## config.mk

```make
export PLATFORM = sky130hd
export DESIGN_NAME = triplet_loader_flat
export DESIGN_NICKNAME = d
export VERILOG_FILES = /design/src/rtl/triplet_loader_if.sv /design/src/rtl/triplet_loader.sv /design/src/flat_wrapper.sv
export SDC_FILE = /design/constraint.sdc
export NUM_CORES = 1
export LEC_CHECK = 0
export BUFFER_PORTS_ARGS = -buffer_cell sky130_fd_sc_hd__buf_2
export CAP_MARGIN = 20
export CELL_PAD_IN_SITES_DETAIL_PLACEMENT = 1
export CELL_PAD_IN_SITES_GLOBAL_PLACEMENT = 1
export CORE_MARGIN = 4
export CORE_UTILIZATION = 30
export CTS_BUF_LIST = sky130_fd_sc_hd__clkbuf_4
export DETAILED_ROUTE_END_ITERATION = 8
export PLACE_DENSITY_LB_ADDON = 0.1
export SYNTH_ARGS = -nofsm -noshare
export SYNTH_HDL_FRONTEND = slang
export SYNTH_SLANG_ARGS = --single-unit
```

## constraint.sdc

```tcl
create_clock -name clk -period 1.5 [get_ports clk]
set_input_delay 0.225 -clock clk [delete_from_list [all_inputs] [get_ports clk]]
set_output_delay 0.225 -clock clk [all_outputs]
set_load 0.005 [all_outputs]
```

## src/rtl/triplet_loader_if.sv

```systemverilog
// Sample-in / triplet-out bus of triplet_loader: upstream handshake, flush,
// triplet presentation with acknowledge, comparator result and counters.
interface triplet_loader_if #(
   parameter int unsigned DATA_W = 3,
   parameter int unsigned CNT_W  = 8
);
   logic              in_valid;
   logic [DATA_W-1:0] in_data;
   logic              in_ready;
   logic              flush;
   logic [DATA_W-1:0] a;
   logic [DATA_W-1:0] b;
   logic [DATA_W-1:0] c;
   logic              trip_valid;
   logic              trip_ready;
   logic              cmp_in;
   logic [CNT_W-1:0]  trip_count;
   logic [CNT_W-1:0]  match_count;

   // Stimulus / consumer side
   modport master (
      output in_valid, in_data, flush, trip_ready, cmp_in,
      input  in_ready, a, b, c, trip_valid, trip_count, match_count
   );

   // Loader side
   modport slave (
      input  in_valid, in_data, flush, trip_ready, cmp_in,
      output in_ready, a, b, c, trip_valid, trip_count, match_count
   );
endinterface

```

## src/rtl/triplet_loader.sv

```systemverilog
// Assembles a stream of samples into an (a, b, c) triplet for the triple comparator
// and counts acknowledged triplets and matches. Optional macro: SLIDE_WINDOW_EN.
module triplet_loader #(
   parameter int unsigned DATA_W = 3,
   parameter int unsigned CNT_W  = 8
) (
   input logic              clk,
   input logic              rst_n,
   triplet_loader_if.slave  bus
);

   localparam logic [2:0] ST_LOAD_A  = 3'd0;
   localparam logic [2:0] ST_LOAD_B  = 3'd1;
   localparam logic [2:0] ST_LOAD_C  = 3'd2;
   localparam logic [2:0] ST_PRESENT = 3'd3;
`ifdef SLIDE_WINDOW_EN
   localparam logic [2:0] ST_SLIDE   = 3'd4;
   localparam logic [2:0] ST_AFTER_ACK = ST_SLIDE;
`else
   localparam logic [2:0] ST_AFTER_ACK = ST_LOAD_A;
`endif

   logic [2:0]        r_state;
   logic [2:0]        w_state_nxt;

   logic [DATA_W-1:0] r_a;
   logic [DATA_W-1:0] r_b;
   logic [DATA_W-1:0] r_c;
   logic [DATA_W-1:0] w_a_nxt;
   logic [DATA_W-1:0] w_b_nxt;
   logic [DATA_W-1:0] w_c_nxt;

   logic              r_trip_valid;
   logic              w_trip_valid_nxt;
   logic              r_in_ready;
   logic              w_in_ready_nxt;

   logic [CNT_W-1:0]  r_trip_count;
   logic [CNT_W-1:0]  r_match_count;
   logic [CNT_W-1:0]  w_trip_count_nxt;
   logic [CNT_W-1:0]  w_match_count_nxt;

   logic              w_accept;
   logic              w_ack;

   // flush masks both handshakes so a sample or ack in the flush cycle is dropped
   assign w_accept = bus.in_valid & r_in_ready & ~bus.flush;
   assign w_ack    = r_trip_valid & bus.trip_ready & ~bus.flush;

   always_ff @(posedge clk or negedge rst_n) begin
      if (!rst_n) begin
         r_state <= ST_LOAD_A;
      end else begin
         r_state <= w_state_nxt;
      end
   end

   // Next-state and next-output logic; every registered output is computed here
   always_comb begin
      w_state_nxt       = r_state;
      w_a_nxt           = r_a;
      w_b_nxt           = r_b;
      w_c_nxt           = r_c;
      w_trip_valid_nxt  = r_trip_valid;
      w_trip_count_nxt  = r_trip_count;
      w_match_count_nxt = r_match_count;

      if (bus.flush) begin
         w_state_nxt      = ST_LOAD_A;
         w_a_nxt          = '0;
         w_b_nxt          = '0;
         w_c_nxt          = '0;
         w_trip_valid_nxt = 1'b0;
      end else begin
         case (r_state)
            ST_LOAD_A: begin
               if (w_accept) begin
                  w_a_nxt     = bus.in_data;
                  w_state_nxt = ST_LOAD_B;
               end
            end
            ST_LOAD_B: begin
               if (w_accept) begin
                  w_b_nxt     = bus.in_data;
                  w_state_nxt = ST_LOAD_C;
               end
            end
            ST_LOAD_C: begin
               if (w_accept) begin
                  w_c_nxt          = bus.in_data;
                  w_trip_valid_nxt = 1'b1;
                  w_state_nxt      = ST_PRESENT;
               end
            end
            ST_PRESENT: begin
               if (w_ack) begin
                  w_trip_count_nxt  = r_trip_count + CNT_W'(1);
                  w_match_count_nxt = r_match_count + CNT_W'(bus.cmp_in);
                  w_trip_valid_nxt  = 1'b0;
                  w_state_nxt       = ST_AFTER_ACK;
               end
            end
`ifdef SLIDE_WINDOW_EN
            ST_SLIDE: begin
               if (w_accept) begin
                  w_a_nxt          = r_b;
                  w_b_nxt          = r_c;
                  w_c_nxt          = bus.in_data;
                  w_trip_valid_nxt = 1'b1;
                  w_state_nxt      = ST_PRESENT;
               end
            end
`endif
            default: begin
               w_state_nxt      = ST_LOAD_A;
               w_trip_valid_nxt = 1'b0;
            end
         endcase
      end

      // Ready in every loading state, low only while a triplet is presented
      w_in_ready_nxt = (w_state_nxt != ST_PRESENT);
   end

   always_ff @(posedge clk or negedge rst_n) begin
      if (!rst_n) begin
         r_a           <= '0;
         r_b           <= '0;
         r_c           <= '0;
         r_trip_valid  <= 1'b0;
         r_in_ready    <= 1'b0;
         r_trip_count  <= '0;
         r_match_count <= '0;
      end else begin
         r_a           <= w_a_nxt;
         r_b           <= w_b_nxt;
         r_c           <= w_c_nxt;
         r_trip_valid  <= w_trip_valid_nxt;
         r_in_ready    <= w_in_ready_nxt;
         r_trip_count  <= w_trip_count_nxt;
         r_match_count <= w_match_count_nxt;
      end
   end

   assign bus.a           = r_a;
   assign bus.b           = r_b;
   assign bus.c           = r_c;
   assign bus.trip_valid  = r_trip_valid;
   assign bus.in_ready    = r_in_ready;
   assign bus.trip_count  = r_trip_count;
   assign bus.match_count = r_match_count;

endmodule

```

## src/flat_wrapper.sv

```systemverilog
// flat-port wrapper written by rule: the top's interface ports become plain ports
module triplet_loader_flat 
#(
   parameter int unsigned DATA_W = 3,
   parameter int unsigned CNT_W  = 8
)
  (clk, rst_n, bus_in_valid, bus_in_data, bus_flush, bus_trip_ready, bus_cmp_in, bus_in_ready, bus_a, bus_b, bus_c, bus_trip_valid, bus_trip_count, bus_match_count);
  triplet_loader_if #(.DATA_W(DATA_W), .CNT_W(CNT_W)) bus_i ();
  input logic clk;
  input logic rst_n;
  input wire logic [$bits(bus_i.in_valid)-1:0] bus_in_valid;
  input wire logic [$bits(bus_i.in_data)-1:0] bus_in_data;
  input wire logic [$bits(bus_i.flush)-1:0] bus_flush;
  input wire logic [$bits(bus_i.trip_ready)-1:0] bus_trip_ready;
  input wire logic [$bits(bus_i.cmp_in)-1:0] bus_cmp_in;
  output wire logic [$bits(bus_i.in_ready)-1:0] bus_in_ready;
  output wire logic [$bits(bus_i.a)-1:0] bus_a;
  output wire logic [$bits(bus_i.b)-1:0] bus_b;
  output wire logic [$bits(bus_i.c)-1:0] bus_c;
  output wire logic [$bits(bus_i.trip_valid)-1:0] bus_trip_valid;
  output wire logic [$bits(bus_i.trip_count)-1:0] bus_trip_count;
  output wire logic [$bits(bus_i.match_count)-1:0] bus_match_count;
  assign bus_i.in_valid = bus_in_valid;
  assign bus_i.in_data = bus_in_data;
  assign bus_i.flush = bus_flush;
  assign bus_i.trip_ready = bus_trip_ready;
  assign bus_i.cmp_in = bus_cmp_in;
  assign bus_in_ready = bus_i.in_ready;
  assign bus_a = bus_i.a;
  assign bus_b = bus_i.b;
  assign bus_c = bus_i.c;
  assign bus_trip_valid = bus_i.trip_valid;
  assign bus_trip_count = bus_i.trip_count;
  assign bus_match_count = bus_i.match_count;
  triplet_loader #(.DATA_W(DATA_W), .CNT_W(CNT_W)) u_core (.clk(clk), .rst_n(rst_n), .bus(bus_i));
endmodule
```

== Word level (Yosys, flattened, before mapping) ==
Cells that the tools add are included.
Storage, ports and cells
  register bits after elaboration: 30
  input bits: 9
  output and inout bits: 27
  word-level logic and storage cells: 50
Operators by class
  add/subtract/negate cells: 2
  equality and inequality tests: 7
  multiplexer cells: 17
  bitwise logic cells: 5
  reduce and logical (&&, ||, !) cells: 11
Operators with widths (count)
  3-bit two-way mux: 12
  3-bit one-hot mux with 4 select lines: 1
  3-bit by 2-bit != test with 1-bit output (second input constant): 3
  8-bit by 1-bit adder with 8-bit output: 1
  8-bit by 1-bit adder with 8-bit output (second input constant): 1
  2-bit nonzero test: 4
  3-bit by 2-bit equality test with 1-bit output (second input constant): 2
  2-bit AND reduction: 3
  3-bit AND reduction: 2
  1-bit bitwise AND: 4
  3-bit by 1-bit equality test with 1-bit output (second input constant): 1
  3-bit zero test: 1
  1-bit two-way mux: 3
  1-bit one-hot mux with 3 select lines: 1
  2-bit by 1-bit != test with 1-bit output (second input constant): 1
  2-bit OR reduction: 1
  1-bit NOT: 1

== Longest topological paths before layout ==
Gate-level depths: netlist of the first run.
  depth in word-level cells: 6
  mapped depth: 5
  mapped depth without buffers: 5

== Worst setup path after synthesis of the first run ==
No wires, ideal clock.
  path kind: flip-flop to flip-flop
  start: register u_core.r_state[0]
  end: register u_core.r_match_count[0] (netlist: u_core.bus.match_count[0])
  setup time: 125 ps
  data arrival time: 1253 ps
  data required time: 1375 ps
  path slack: 123 ps
  cell stages (with the launch flop): 5
  path buffers: 1
  period minus slack after synthesis: 1377 ps
  cells stage by stage: dfrtp_1 -> buf_2 -> nand4b_2 -> nor2_4 -> mux2_2
On the way
  word-level cells in the longest chain between the ends: 2
Ends and longest elaborated chain
  start, declared: RTL line triplet_loader.sv:23  | logic [2:0] r_state;
  start signal, assigned: RTL line triplet_loader.sv:54  | r_state <= w_state_nxt;
  3-bit by 2-bit equality test with 1-bit output: RTL line triplet_loader.sv:75  | case (r_state)
  3-bit AND reduction (no source line)
  end signal, assigned: RTL line triplet_loader.sv:141  | r_match_count <= w_match_count_nxt;
  end, declared: RTL line triplet_loader.sv:39  | logic [CNT_W-1:0] r_match_count;
No other way between the ends.
A chain may end at the register's enable or synchronous reset.

== Final worst setup path of the first run ==
  start: register u_core.r_state[2]
  end: register u_core.r_match_count[1] (netlist: u_core.bus.match_count[1])
Same word-level chain as after synthesis.

==> metrics, run 1 <==
Ys Warns=0; final period utilization=between 90 and 100%; initial DRC count=44; worst reg2reg path depth=3; std cell rows=25; remaining global-route overflow=0; Starting Density=30.83%; Vias=1104; first-pass GRT wire length=6.051 mm; critical path arrival=between 1500 and 2000 ps; worst skew pair latency=roughly 320 ps; Cell Area, Synth=0.001456 mm2; slew margin rel.=52.86%; Antenna Violating Nets Remaining=0; Required @ worst endpoint=1710 ps; Root Driver=clkbuf_4; total wire length=3.579 mm; Sink Count=30; number of port buffers=35; R2R Setup Slk=100 ps; hold crit path type=input port to flip-flop; synth unique cells=36; Post-synth EDFFs=0; RePlAce Congestion=0.7238; most common cell after layout, fill and taps aside=buf_2; critical path class=flip-flop to flip-flop; commonest cells after routing, fill and taps aside=buf_2, dfrtp_1, nand2b_1, nand3_1, buf_4; DR pass1 iterations=4; Worst Hold Depth=3; ranking of synthesized cells by area=dfrtp_1, nand2b_1, xor2_1; # setup viols final=0; Hold Path Sink=u_core.bus.b[1]; leakage=0.9397 nW; Vias/cell=4.658; DP Wirelength=2.676 mm; clock buffer depth=2; Post-Route Skew=9.498 ps; Pwr Total=0.001395 W; worst vdd ir=0.5814 mV; critical path's top delay family=flip-flops; final core occ=38.30%; Post-synth ARST share=100.0%; CTS clock-pin slew for the worst setup and hold paths=100 ps; Mapped Cells=124; peak per-stage delay on the critical path=around 480 ps; most used flip-flop cell after synthesis=dfrtp_1; outcome=complete, no violations; worst r2r src=u_core.r_state[2]; Core ar.=~0.0047 mm2; RSZ-0062 raised after global routing=false; die width=around 78 um; area leader, netlist=dfrtp_1; GRT Overall Usage=12.68%; multi-input logic area=670.6 um2; Placed Area=0.001734 mm2; Ports=36; Avg Synthesized Cell Area=11.75 um2; min-delay src=bus_in_data[1]; maximum clock rate=0.7168 GHz; fin area=0.001809 mm2; register bit total from synthesis=30; Slew Viols, Final=0; R2R Path End=u_core.bus.match_count[1]; Residual DRC=0; CP Cell Sequence=nand2b_1 -> nor2_4 -> mux2_2; Critical Path Start Type=flip-flop; Diodes inserted=0; Max-cap violations=0; Critical path buffers and inverters=0; Die Height=77.68 um; CTS tree=yes; initial antenna violation count=0; vias in the first global route=1193; Fill cells=around 550; crit end category=flip-flop; CP Max Fanout=9; CTS Buf Count=5; layout cells sized above 1=35.88%; share of the synthesized area in the top cell type=around 52%; final period demand of the worst path=between 1000 and 1500 ps; Worst-Margin Slew=707.1 ps; CP max stage cell=dfrtp_1; final hold violation count=0; Area growth syn-to-layout=24.23%; htree depth=2; Register Area=752.0 um2; PwrDens=770.8 mW/mm2; post-synth net total=136; Setup TNS Final=0 ps; Net count, final=181; Seq/Total Area, Yosys=between 50% and 60%; largest net degree at the start of global routing=31; die area=0.006033 mm2; DR WL/cell=15.10 um
[cells in the mapped netlist, types with 2 or more instances]
cell type	n
dfrtp_1	30
buf_2	2
a21oi_1	5
nand2_1	4
ha_1	3
xor2_1	7
nand3_1	8
mux2_2	3
nor3_1	5
mux2i_1	6
buf_6	2
and4_1	2
nand2b_1	10
o21ai_0	4
xnor2_1	6
nand4_1	3
nor3b_1	2
and4b_1	4
[logic make-up after synthesis]
logic type,synth area share (%)
muxes,6.443
and+or+nand+nor,23.54
DFF,51.55
buffers and inverters,3.092
other,0.2575
AOI/OAI and AO/OA,4.725
adders and majority gates,2.578
xor gates and xnor gates,7.818
[cell type report]
| type | instances | area share (%) |
|---|---|---|
| flip-flops and latches | 30 | 41.56 |
| multi-input cells | 87 | 37.07 |
| repair buffers | 44 | 13.55 |
| well taps | 67 | 4.633 |
| clock buffers | 6 | 2.490 |
| clock inverters | 2 | 0.4841 |
| inverters | 1 | 0.2075 |
[how the worst max path moves through the flow]
stage / startpoint / endpoint / slack (ps) / cells past startpoint
3_5_place_dp: u_core.r_state[1] / u_core.bus.match_count[1] / 30 / 3
4_1_cts: u_core.r_state[1] / u_core.bus.match_count[1] / 7 / 3
3_3_place_gp: u_core.r_state[1] / u_core.bus.trip_count[1] / 30 / 3
6_report: u_core.r_state[2] / u_core.bus.match_count[1] / 100 / 3
5_1_grt: u_core.bus.match_count[0] / u_core.bus.match_count[4] / 5 / 5
2_1_floorplan: u_core.r_state[0] / u_core.bus.match_count[0] / 120 / 4
[metal layers]
metal  track usage [%]  up-vias  wire length [um]
met2             18.49       23              1608
met1             17.82      545              1799
met5                 0        -                 0
li1                  -      532                 -
met4             4.270        0                45
met3             3.712        4               126
[worst min-delay path, delay by kind of cell]
kind            cells  cell delay (ps)
simple gates        1               70
buf+inv             1              110
compound gates      1               60
[power breakdown]
part / switching [W] / internal, W
logic: 0.0000549 / 0.0000392
clock network: 0.000281 / 0.000194
registers: 0.00000880 / 0.000817
[per-stage QoR]
| step | setup WS [ps] | cells | hold slack, ps |
|---|---|---|---|
| after CTS | 7.069 | 237 | 163.1 |
| after global routing | 4.694 | 237 | 153.2 |
| final | 104.9 | 237 | 181.3 |
| after global placement | 30.28 | 228 | 311.5 |
| after detailed placement | 34.52 | 228 | 319.7 |
| after floorplan | 122.8 | 124 | -70.59 |
[state kept, by name, indices dropped and copies added (netlist names)]
register,count
u_core.bus.trip_count,8
u_core.bus.b,3
u_core.r_state,3
u_core.bus.trip_valid,1
u_core.bus.match_count,8
u_core.bus.in_ready,1
u_core.bus.c,3
u_core.bus.a,3
[repair_timing]
| action | 4_1_cts | 5_1_grt |
|---|---|---|
| resized for setup | 0 | 3 |
| setup endpoints to repair | 0 | 6 |
| hold buffers | 1 | 0 |
| buffers inserted | 0 | 0 |
| endpoints found under the hold margin | 30 | 0 |
No activity file was read; power rests on OpenSTA's default activity.
==> inputs of run 2 (changes only) <==
- ABC_AREA: default -> 1
- CORE_MARGIN: 4 -> default
- GPL_TIMING_DRIVEN: default -> 0
==> metrics, run 2 <==
crit end category=flip-flop; synth unique cells=20 (-44%); slew margin rel.=52.80% (-0.060 points); Setup TNS Final=0 ps (unchanged); final period demand of the worst path=1302 ps (-93.19 ps); commonest cells in the netlist=nand2_1, dfrtp_1, nor2_1; Vias=1428 (+29%); Hold Buf Count CTS=1 (unchanged); die width=73.95 um (-4.8%); Avg Synthesized Cell Area=7.465 um2 (-36%); critical path class=flip-flop to flip-flop; most used flip-flop cell after synthesis=dfrtp_1; CP Max Fanout=4 (-5); CP Cell Sequence=nor2_1 -> nand2_1 -> nor2_2 -> nor2_1 -> nand2_1 -> nand2_1; NetSw=0.0003453 W (+0.19%); Root Driver=clkbuf_4; most common cell after layout, fill and taps aside=nand2_1; setup bufs post-CTS=0 (unchanged); DP Wirelength=2.744 mm (+2.5%); largest net degree at the start of global routing=31 (unchanged); CTS tree=yes; Slew Viols, Final=0 (unchanged); Required @ worst endpoint=1730 ps (+20 ps); WHS=162.0 ps (-19.27 ps); hold crit path type=input port to flip-flop; layout cells sized above 1=20.32% (-16 points); Register Area=750.7 um2 (-0.17%); non-filler instance count after layout=318 (+34%); total wire length=3.718 mm (+3.9%); Power Internal=0.001062 W (+1.1%); Post-Route Skew=4.341 ps (-5.157 ps); DR pass1 iterations=4 (unchanged); std cell rows=25 (unchanged); leakage=1.028 nW (+9.4%); RSZ-0062 raised after global routing=false; critical path arrival=1530 ps (-70 ps); R2R Setup Slk=200 ps (+90 ps); multi-input logic area=704.4 um2 (+5.0%); htree depth=2 (unchanged); Reg power frac=58.9% (-0.3 points); clock network power share=34.9% (+0.8 points); first-pass GRT wire length=6.486 mm (+7.2%); clock buffer depth=2 (unchanged); final worst slack=198.1 ps (+93.19 ps); final hold violation count=0 (unchanged); placed cells=310 (+36%); Diodes inserted=0 (unchanged); Critical Path Start Type=flip-flop; remaining global-route overflow=0 (unchanged); outcome=complete, no violations; post-synth net total=220 (+62%); initial antenna violation count=0 (unchanged); initial DRC count=40 (-9.1%); CTS clock-pin slew for the worst setup and hold paths=90 ps (about the same); DP Worst Slack=177.1 ps (+142.6 ps); Residual DRC=0 (unchanged); worst vdd ir=0.3707 mV (-36%); Sw Share=24.54% (-0.18 points); Sink Count=30 (unchanged); number of port buffers=35 (unchanged); register bit total from synthesis=30 (unchanged); Pwr Total=0.001407 W (+0.91%); Core ar.=0.004848 mm2 (+2.6%); worst skew pair latency=330 ps (about the same); RePlAce Congestion=0.7002 (-3.3%); Antenna Violating Nets Remaining=0 (unchanged); PwrDens=750.8 mW/mm2 (-2.6%); # setup viols final=0 (unchanged); Vias/cell=4.491 (-3.6%); peak per-stage delay on the critical path=430 ps (-50 ps); Seq/Total Area, Yosys=48.35% (-3.2 points); combinational power share=6.2% (-0.5 points); GRT Overall Usage=15.76% (+3.1 points); final period utilization=86.79% (-6.2 points); Post-synth ARST share=100.0% (unchanged); Net count, final=263 (+45%); Mapped Cells=208 (+68%); Fill cells=626 (+13%); dominant cell by count in the synthesized netlist=nand2_1; vias in the first global route=1461 (+22%); Post-synth EDFFs=0 (unchanged); Area growth syn-to-layout=20.71%; Max-cap violations=0 (unchanged); Die Height=73.95 um (-4.8%); CP most frequent cell=nand2_1; Ys Warns=0 (unchanged); area leader, netlist=dfrtp_1; CP max stage cell=dfrtp_1; Worst-Margin Slew=708.0 ps (+0.9072 ps); CTS Buf Count=5 (unchanged); post-CTS resize count=0 (unchanged); maximum clock rate=0.7681 GHz (+7.2%); Starting Density=32.03% (+1.2 points); commonest cells after routing, fill and taps aside=nand2_1, buf_2, dfrtp_1, nor2_1; Cell Area, Synth=0.001553 mm2 (+6.6%); Ports=36 (unchanged); ranking of synthesized cells by area=dfrtp_1, nand2_1, nand3_1; share of the synthesized area in the top cell type=48.35% (-3.2 points); DR WL/cell=11.69 um (-23%); die area=0.005468 mm2 (-9.4%)
-- run 2: cell count changes after synthesis, moves of 5 or more --
cell,delta
nand2_1,+89
nand3_1,+9
mux2i_1,-6
nand2b_1,-10
nor3_1,-5
xnor2_1,-5
xor2_1,-7
inv_1,+16
nor2_1,+20
-- run 2: area by class of cell --
type	count	share of cell area, %
Sequential cell	30	40.05
Multi-Input combinational cell	156	37.58
Timing Repair Buffer	36	9.880
Tap cell	67	4.473
Inverter	19	3.805
Clock buffer	7	2.804
Buffer	3	1.402
-- run 2: power by group through the flow --
stage	sequential [W]	clock, W	combinational, W
floorplan	0.000845	0	0.0000374
global placement	0.000846	0	0.0000880
detailed placement	0.000844	0	0.0000893
CTS	0.000829	0.000528	0.0000908
global route	0.000831	0.000551	0.000102
finish	0.000829	0.000492	0.0000870
-- run 2: logic make-up (layout without fill, tap and decap cells) --
family,count (synthesis),count (layout),share of synthesized area (%)
buffers and inverters,22,65,6.285
other,1,1,0.2415
AO/OA/AOI/OAI,8,8,2.578
flip-flops,30,30,48.35
XOR/XNOR,2,2,1.612
AND/OR/NAND/NOR,142,142,38.52
adder cells (fa/ha/maj),3,3,2.418
-- run 2: final timing paths --
kind                                        start                        to  cells past startpoint
worst max register to register  u_core.r_state[0]           u_core.bus.c[0]                      6
worst max-delay path            u_core.r_state[0]           u_core.bus.c[0]                      6
worst min register to register    u_core.bus.c[1]           u_core.bus.c[1]                      2
min in group asynchronous                   rst_n  u_core.bus.trip_count[4]                      2
max in group asynchronous                   rst_n           u_core.bus.b[0]                      2
worst min-delay path               bus_in_data[0]           u_core.bus.b[0]                      3
-- run 2: worst max-delay path: cells and delay by family, from the launching register on --
kind / cells / cell delay (ps)
simple gates: 6 / 770
flops: 1 / 430
-- run 2: stage by stage --
stage                     utilization (%)  instance area (um2)
after detailed placement            37.37                 1812
after global placement              37.37                 1812
final                               38.66                 1874
after floorplan                         -                 1553
after global routing                38.66                 1874
after CTS                           38.66                 1874
-- run 2: layer usage --
layer	global-route usage, %	wire length [um]	vias to the layer above	share of wire, %
met4	7.692	65	0	1.7
met3	3.388	147	7	4.0
met1	19.69	1756	667	47
met2	25.86	1748	26	47
li1	-	-	728	-
met5	0	0	-	0
==> inputs of run 3 (changes only) <==
- BUFFER_PORTS_ARGS: -buffer_cell sky130_fd_sc_hd__buf_2 -> default
- DONT_BUFFER_PORTS: default -> 1
==> metrics, run 3 (synthesis results as in run 2) <==
Area growth syn-to-layout=10.96%; Net count, final=229 (-13%); Vias/cell=4.674 (+4.1%); DP Wirelength=2.767 mm (+0.84%); GRT Overall Usage=15.78% (+0.020 points); Fill cells=617 (-1.4%); critical path's top delay family=simple AND/OR/NAND/NOR gates; crit end category=flip-flop; final worst slack=209.3 ps (+11.17 ps); initial DRC count=42 (+5.0%); number of port buffers=0 (-100%); clock buffer depth=2 (unchanged); most common cell after layout, fill and taps aside=nand2_1; Sink Count=30 (unchanged); Antenna Violating Nets Remaining=0 (unchanged); Slew Viols, Final=0 (unchanged); std cell rows=25 (unchanged); Residual DRC=0 (unchanged); outcome=complete, no violations; die area=0.005468 mm2 (unchanged); DR WL/cell=13.16 um (+13%); min-delay src=bus_flush; final period utilization=86.05% (-0.74 points); final hold violation count=0 (unchanged); CTS Buf Count=5 (unchanged); Root Driver=clkbuf_4; Post-Route Skew=12.53 ps (+8.190 ps); worst r2r src=u_core.r_state[0]; vias in the first global route=1436 (-1.7%); commonest cells after routing, fill and taps aside=nand2_1, dfrtp_1, nor2_1, inv_1, nand3_1; PwrDens=809.8 mW/mm2 (+7.9%); DR pass1 iterations=3 (-1); hold crit path type=input port to flip-flop; CP most frequent cell=nand2_1; Pwr Total=0.001395 W (-0.86%); largest net degree at the start of global routing=31 (unchanged); CTS clock-pin slew for the worst setup and hold paths=100 ps (about the same); Max-cap violations=0 (unchanged); CP Max Fanout=4 (unchanged); first-pass GRT wire length=6.486 mm (unchanged); CP max stage cell=dfrtp_1; Vias=1332 (-6.7%); Worst Hold Depth=3 (unchanged); peak per-stage delay on the critical path=430 ps (about the same); worst vdd ir=0.3083 mV (-17%); DP Worst Slack=164.3 ps (-12.79 ps); Required @ worst endpoint=1720 ps (about the same); CTS tree=yes; Hold Path Sink=u_core.bus.a[1]; Setup TNS Final=0 ps (unchanged); total wire length=3.751 mm (+0.89%); initial antenna violation count=0 (unchanged); Starting Density=32.03% (unchanged); # setup viols final=0 (unchanged); CP Cell Sequence=nor2_1 -> nand2_1 -> nor2_2 -> nor2_1 -> nand2_1 -> nand2_1; Diodes inserted=0 (unchanged); worst skew pair latency=330 ps (about the same); RSZ-0062 raised after global routing=false; critical path class=flip-flop to flip-flop; R2R Setup Slk=210 ps (about the same); R2R Path End=u_core.bus.c[1]; RePlAce Congestion=0.7922 (+13%); setup bufs post-CTS=0 (unchanged); layout cells sized above 1=8.257% (-12 points); worst reg2reg path depth=6 (unchanged); die width=73.95 um (unchanged); remaining global-route overflow=0 (unchanged); Die Height=73.95 um (unchanged); Core ar.=0.004848 mm2 (unchanged); final period demand of the worst path=1291 ps (-11.17 ps); Critical path buffers and inverters=0 (unchanged); maximum clock rate=0.7748 GHz (+0.87%); leakage=0.8681 nW (-16%); Ports=36 (unchanged); critical path arrival=1510 ps (-20 ps); Critical Path Start Type=flip-flop; placed cells=275 (-11%); non-filler instance count after layout=285 (-10%); htree depth=2 (unchanged)
run 3: timing repair:
action | in CTS | in global routing
endpoints found under the setup margin | 0 | 1
hold buffers | 2 | 0
resized for setup | 0 | 1
hold endpoints to repair | 30 | 0
run 3: report_power, final:
part / internal [W] / switching [W]
registers: 0.000820 / 0.0000123
clock network: 0.000194 / 0.000298
logic: 0.0000219 / 0.0000489
run 3: worst max-delay path by stage:
stage | start | end | slack [ps] | cells after the start
6_report | u_core.r_state[0] | u_core.bus.c[1] | 210 | 6
5_1_grt | u_core.bus.trip_count[0] | u_core.bus.trip_count[4] | 50 | 6
4_1_cts | u_core.bus.match_count[0] | u_core.bus.match_count[7] | 140 | 8
3_5_place_dp | u_core.bus.match_count[0] | u_core.bus.match_count[7] | 160 | 8
3_3_place_gp | u_core.bus.match_count[0] | u_core.bus.match_count[7] | 180 | 8
2_1_floorplan | u_core.bus.match_count[0] | u_core.bus.match_count[4] | 320 | 6
run 3: per-layer routing:
layer	GRT usage (%)	vias up	wire, um
met5	0	-	0
met4	5.342	0	49
met3	5.556	6	231
met2	25.96	28	1825
met1	19.23	643	1644
li1	-	655	-
run 3: through the flow:
stage	hold slack [ps]	util [%]	instance area, um2
2_1_floorplan	-70.59	-	1553
3_3_place_gp	-69.92	33.75	1637
3_5_place_dp	-69.83	33.75	1637
4_1_cts	42.37	35.48	1720
5_1_grt	58.41	35.54	1723
6_report	59.67	35.54	1723
run 3: area by class of cell:
| cell class | count | area, um2 | share of cell area, % |
|---|---|---|---|
| sequential | 30 | 750.7 | 43.57 |
| multi-input combinational | 156 | 706.9 | 41.03 |
| tap | 67 | 83.83 | 4.866 |
| inverter | 19 | 71.32 | 4.139 |
| clock buffer | 6 | 45.04 | 2.614 |
| timing repair buffer | 2 | 30.03 | 1.743 |
| buffer | 3 | 26.28 | 1.525 |
| clock inverter | 2 | 8.758 | 0.5084 |
run 3: worst min-delay path, cell delays in order:
cell and delay [ps]:
nor2_1 30, nand2_1 60, nand2_1 40
